==> src/rtl/ysyx_22050710_seq.sv <==
// Multi-cycle sequencer for the NPC core: fetch/data handshakes, single commit per instruction,
// halt on ebreak, error on bus timeout. Define YSYX_22050710_PERF_EN to build the perf counters.
module ysyx_22050710_seq #(
  parameter int TIMEOUT_W = 8,
  parameter int TIMEOUT   = 200
) (
  input  logic        i_clk,
  input  logic        i_rst_n,
  output logic        o_if_valid,
  input  logic        i_if_ready,
  input  logic        i_if_rvalid,
  output logic        o_inst_we,
  input  logic        i_is_load,
  input  logic        i_is_store,
  input  logic        i_is_ebreak,
  input  logic        i_RegWr,
  output logic        o_mem_valid,
  input  logic        i_mem_ready,
  input  logic        i_mem_rvalid,
  output logic        o_reg_wen,
  output logic        o_pc_we,
  output logic        o_halt,
  output logic        o_err,
  output logic [63:0] o_cycle_cnt,
  output logic [63:0] o_instret,
  output logic [2:0]  o_state
);

  // Handshake: a request (valid) is raised on state entry and held unchanged until the
  // cycle ready is seen; the transfer completes on that edge. Responses (rvalid) are
  // only consumed in the matching wait state and ignored everywhere else.

  typedef enum logic [2:0] {
    S_IDLE  = 3'd0,
    S_FETCH = 3'd1,
    S_FWAIT = 3'd2,
    S_EXEC  = 3'd3,
    S_MEM   = 3'd4,
    S_MWAIT = 3'd5,
    S_HALT  = 3'd6,
    S_ERR   = 3'd7
  } state_t;

  localparam logic [TIMEOUT_W-1:0] TO_VAL = TIMEOUT[TIMEOUT_W-1:0];

  state_t               state;
  state_t               next_state;
  logic [TIMEOUT_W-1:0] wait_cnt;
  logic                 stall;
  logic                 timed_out;

  assign timed_out = (wait_cnt == TO_VAL);

  // Exit conditions are tested before the timeout so a late response still wins.
  always_comb begin
    next_state = state;
    stall      = 1'b0;
    o_inst_we  = 1'b0;
    o_reg_wen  = 1'b0;
    o_pc_we    = 1'b0;
    case (state)
      S_IDLE: next_state = S_FETCH;
      S_FETCH: begin
        if (i_if_ready)     next_state = S_FWAIT;
        else if (timed_out) next_state = S_ERR;
        else                stall = 1'b1;
      end
      S_FWAIT: begin
        if (i_if_rvalid) begin
          o_inst_we  = 1'b1;
          next_state = S_EXEC;
        end else if (timed_out) next_state = S_ERR;
        else                    stall = 1'b1;
      end
      S_EXEC: begin
        if (i_is_ebreak)                  next_state = S_HALT;
        else if (i_is_load || i_is_store) next_state = S_MEM;
        else begin
          o_reg_wen  = i_RegWr;
          o_pc_we    = 1'b1;
          next_state = S_FETCH;
        end
      end
      S_MEM: begin
        if (i_mem_ready) begin
          if (i_is_load) next_state = S_MWAIT;
          else begin
            o_pc_we    = 1'b1;
            next_state = S_FETCH;
          end
        end else if (timed_out) next_state = S_ERR;
        else                    stall = 1'b1;
      end
      S_MWAIT: begin
        if (i_mem_rvalid) begin
          o_reg_wen  = i_RegWr;
          o_pc_we    = 1'b1;
          next_state = S_FETCH;
        end else if (timed_out) next_state = S_ERR;
        else                    stall = 1'b1;
      end
      S_HALT:  next_state = S_HALT;
      S_ERR:   next_state = S_ERR;
      default: next_state = S_IDLE;
    endcase
  end

  always_ff @(posedge i_clk or negedge i_rst_n) begin
    if (!i_rst_n) begin
      state    <= S_IDLE;
      wait_cnt <= '0;
    end else begin
      state <= next_state;
      if (next_state != state) wait_cnt <= '0;
      else if (stall)          wait_cnt <= wait_cnt + 1'b1;
    end
  end

  assign o_if_valid  = (state == S_FETCH);
  assign o_mem_valid = (state == S_MEM);
  assign o_halt      = (state == S_HALT);
  assign o_err       = (state == S_ERR);
  assign o_state     = state;

`ifdef YSYX_22050710_PERF_EN
  logic active;
  logic [63:0] cycle_cnt;
  logic [63:0] instret;

  assign active = (state == S_FETCH) || (state == S_FWAIT) || (state == S_EXEC) ||
                  (state == S_MEM)   || (state == S_MWAIT);

  always_ff @(posedge i_clk or negedge i_rst_n) begin
    if (!i_rst_n) begin
      cycle_cnt <= '0;
      instret   <= '0;
    end else begin
      if (active)  cycle_cnt <= cycle_cnt + 64'd1;
      if (o_pc_we) instret   <= instret + 64'd1;
    end
  end

  assign o_cycle_cnt = cycle_cnt;
  assign o_instret   = instret;
`else
  assign o_cycle_cnt = '0;
  assign o_instret   = '0;
`endif

endmodule

==> config.mk <==
export PLATFORM = sky130hd
export DESIGN_NAME = ysyx_22050710_seq
export DESIGN_NICKNAME = d
export VERILOG_FILES = /design/src/rtl/ysyx_22050710_seq.sv
export SDC_FILE = /design/constraint.sdc
export NUM_CORES = 1
export LEC_CHECK = 0
export CELL_PAD_IN_SITES_DETAIL_PLACEMENT = 1
export CELL_PAD_IN_SITES_GLOBAL_PLACEMENT = 2
export CORE_MARGIN = 2
export CORE_UTILIZATION = 18
export DETAILED_ROUTE_END_ITERATION = 10
export PLACE_DENSITY = 0.92
export SYNTH_ARGS = -nofsm -noshare
export SYNTH_HDL_FRONTEND = slang
export SYNTH_SLANG_ARGS = --single-unit
==> constraint.sdc <==
create_clock -name i_clk -period 3.8 [get_ports i_clk]
set_clock_uncertainty 0.05 [all_clocks]
set_input_delay 0.76 -clock i_clk [delete_from_list [all_inputs] [get_ports i_clk]]
set_output_delay 0.76 -clock i_clk [all_outputs]
set_load 0.005 [all_outputs]
==> metrics.md <==
| Metric | Value |
|---|---|
| Total routed wirelength | about 3.6 mm |
| Number of I/O pins | roughly 150 |
| Unique masters post-synth | 50 |
| Post-layout instance count excluding filler cells | 390 |
| Standard-cell rows | 37 |
| Fraction of met1 tracks used by global routing | between 7 and 8% |
| Worst reg2reg endpoint | wait_cnt[6] |
| Worst setup slack after layout | between 0.2 and 0.3 ns |
| TritonCTS Buffers | 3 |
| FF-to-FF Start | o_state[0] |
| Clock tree from TritonCTS | done |
| Main synth FF type | sky130_fd_sc_hd__dfrtp_1 |
| CP Capture Type | primary output |
| Maximum fanout along the worst path | 4 |
| Max IR drop VDD | between 0.15 and 0.2 mV |
| Ys async rst share | 100% |
| Final setup viols | 0 |
| Setup repair after global routing missed its margin | no |
| Area taken by flip-flops and latches | ~280 um2 |
| Number of input and output port buffers inserted | 19 |
| Maximum frequency from static timing analysis | about 0.28 GHz |
| Power Density | 437 mW/mm2 |
| Data arrival at the endpoint of the critical path | about 2.7 ns |
| Die Y-Extent | between 100 and 150 um |
| GR Util met3 | 2.36% |
| Initial core utilization | about 19% |
| Total die area | ~0.012 mm2 |
| Number of gates resized after cts | 0 |
| Count of clock tree sinks | 11 |
| Post-detailed-route DRC marker count | 0 |
| Filler cell count in the final layout | 1311 |
| Status | completed |
| Initial antenna violation count | 0 |
| Post-route ant nets | 0 |
| CTS HTree Levels | 1 |
| Leftover overflow at the end of global routing | 0 |
| Gate count of the mapped netlist | between 200 and 250 |
| Total of warnings raised by yosys | 0 |
| Vias in the first global route | between 1000 and 1500 |
| Number of cells in the design after placement | between 300 and 400 |
| Min-Delay Endpoint | wait_cnt[7] |
| Pre-CTS setup slack | 0.306 ns |
| Final net count | ~270 |
| Detailed router's first-iteration violation count | 34 |
| Post-CTS Setup Inserts | 0 |
| Clock transition at the register clock pins on the worst setup and hold paths after CTS | around 0.050 ns |
| Worst-skew pair later-pin latency | around 0.24 ns |
| Clock Root Buffer | sky130_fd_sc_hd__clkbuf_8 |
| Cell area after technology mapping | 0.00193 mm2 |
| Number of detailed-route iterations in the first pass | 2 |
| Ratio of routed vias to standard cells | around 3.3 |
| Shortest period the worst path allows | roughly 3.5 ns |
| Routed length per instance | around 9.3 um |
| Proportion of synthesized chip area in sequential cells | around 14% |
| Yosys reg bits | 11 |
| Slack of the worst reg-to-reg path | around 1.7 ns |
| Met2 track demand over resource | between 9 and 10% |
| Antenna cells | 0 |
| Maximum number of buffers from clock root to sink | 2 |
| Measured slew at the worst slew-check pin | ~0.63 ns |
| Detailed-route via count | about 1300 |
| Largest net degree at the start of global routing | 21 |
| Hold violation count in the final report | 0 |
| Worst hold path depth | 2 |
| Required time at the endpoint of the critical path | roughly 3.0 ns |
| Launch point of the worst hold path | wait_cnt[7] |
| R2r worst-path depth | 4 |
| Total Power Consumption | roughly 0.0008 W |
| Total Routing Usage GR | 5.86% |
| Global-route wire length before repair | between 5 and 6 mm |
| Critical path class | in2out |
| Hold buffers post-CTS | 0 |
| Multi-input gate area | between 0.001 and 0.0015 mm2 |
| Type of origin of the critical path | primary input |
| Die W | ~110 um |
| Final TNS setup | 0 ns |
| Worst hold-check path type | reg2reg |
| Busiest layer in global routing | met2 |
| Number of enable flip-flop cells after synthesis | 0 |
| Mean cell area of the mapped netlist | around 8.2 um2 |
| Leakage | 0.850 nW |
| Max-Slew Margin vs Limit | slightly below 60% |
| Portion of the clock cycle consumed by the worst path in the final layout | 92.5% |
| Global placer's final weighted congestion | approximately 0.84 |
| Number of max-capacitance violations reported | 0 |
| Placed wire-length estimate after detailed placement | 2.92 mm |
| Proportion of layout cells with a drive suffix above 1 | approximately 5.5% |
| Max-slew violations | 0 |
| CORE AREA | ~0.010 mm2 |
| Signed area change from the synthesized netlist to the final layout | -5.45% |
==> worst max-delay path: stages <==
cell and delay [ns]:
sky130_fd_sc_hd__clkdlybuf4s50_1 0.44, sky130_fd_sc_hd__nor3_1 0.46, sky130_fd_sc_hd__nand2_1 0.11, sky130_fd_sc_hd__o22ai_1 0.23
sky130_fd_sc_hd__and3_1 0.19, sky130_fd_sc_hd__clkdlybuf4s50_1 0.50
==> metrics by stage <==
stage | utilization [%] | cell area [um2] | hold slack, ns
floorplan | - | 2400 | 0.414
global placement | 17.1 | 1780 | 0.496
detailed placement | 17.1 | 1780 | 0.509
CTS | 17.6 | 1820 | 0.528
global route | 17.6 | 1820 | 0.559
finish | 17.6 | 1820 | 0.523
==> power breakdown <==
| part | switching [W] | internal [W] | total [W] |
|---|---|---|---|
| logic | 0.000258 | 0.000205 | 0.000463 |
| registers | 0.0000808 | 0.000135 | 0.000216 |
| clock network | 0.0000428 | 0.0000735 | 0.000116 |
| total | 0.000382 | 0.000414 | 0.000796 |
==> cell usage after synthesis, types with 3 or more instances <==
library cell,n,area [um2]
sky130_fd_sc_hd__nand4_1,5,31.3
sky130_fd_sc_hd__inv_1,4,15.0
sky130_fd_sc_hd__o21ai_0,4,20.0
sky130_fd_sc_hd__nand2b_1,3,18.8
sky130_fd_sc_hd__buf_2,3,15.0
sky130_fd_sc_hd__dfrtp_1,11,275
sky130_fd_sc_hd__nor3_1,11,55.1
sky130_fd_sc_hd__nor2_1,4,15.0
sky130_fd_sc_hd__buf_4,128,961
sky130_fd_sc_hd__a21oi_1,5,25.0
sky130_fd_sc_hd__nand2_1,6,22.5
sky130_fd_sc_hd__o22ai_1,4,25.0
sky130_fd_sc_hd__xnor2_1,4,35.0
==> state kept, by name, indices dropped and copies added (netlist names) <==
register,flops
wait_cnt,8
o_state,3
==> area by class of cell <==
class | instances | share of cell area (%)
multi-input cells | 214 | 61.4
flip-flops and latches | 11 | 15.1
repair buffers | 19 | 10.4
well taps | 136 | 9.34
clock buffers | 4 | 2.47
inverters | 6 | 1.24
==> metal layers <==
metal  share of wire [%]  vias up  wire length (um)
met1                  41      599              1480
met3                  12        7               421
met2                  47       90              1690
met4                0.97        0                35
li1                    -      576                 -
met5                   0        -                 0
==> cell families (layout without fill, tap and decap cells) <==
family	Yosys count	count (layout)	share of synthesized area, %
AO/OA/AOI/OAI	32	32	14.2
adder cells (fa/ha/maj)	2	2	1.30
flip-flops	11	11	14.3
buffers and inverters	138	29	52.4
other	1	128	0.195
XOR/XNOR	6	6	2.73
AND/OR/NAND/NOR	45	45	14.4
multiplexers	1	1	0.520
==> how the worst max path moves through the flow <==
stage,from,to,cells past startpoint
final,i_is_ebreak,o_reg_wen,6
after global routing,i_is_ebreak,o_reg_wen,6
after CTS,i_is_ebreak,o_reg_wen,6
after detailed placement,i_is_ebreak,o_reg_wen,6
after global placement,i_is_ebreak,o_reg_wen,6
after floorplan,i_is_ebreak,o_reg_wen,4
==> cells in the final DEF, fill, tap and decap left out, types with 3 or more instances in the layout <==
| cell type | count |
|---|---|
| sky130_fd_sc_hd__conb_1 | 128 |
| sky130_fd_sc_hd__clkdlybuf4s50_1 | 19 |
| sky130_fd_sc_hd__nor3_1 | 11 |
| sky130_fd_sc_hd__dfrtp_1 | 11 |
| sky130_fd_sc_hd__nand2_1 | 6 |
| sky130_fd_sc_hd__a21oi_1 | 5 |
| sky130_fd_sc_hd__nand4_1 | 5 |
| sky130_fd_sc_hd__inv_1 | 4 |
| sky130_fd_sc_hd__o22ai_1 | 4 |
| sky130_fd_sc_hd__nor2_1 | 4 |
| sky130_fd_sc_hd__o21ai_0 | 4 |
| sky130_fd_sc_hd__xnor2_1 | 4 |
| sky130_fd_sc_hd__nand2b_1 | 3 |
| sky130_fd_sc_hd__clkbuf_8 | 3 |
No activity file was read; power rests on OpenSTA's default activity.
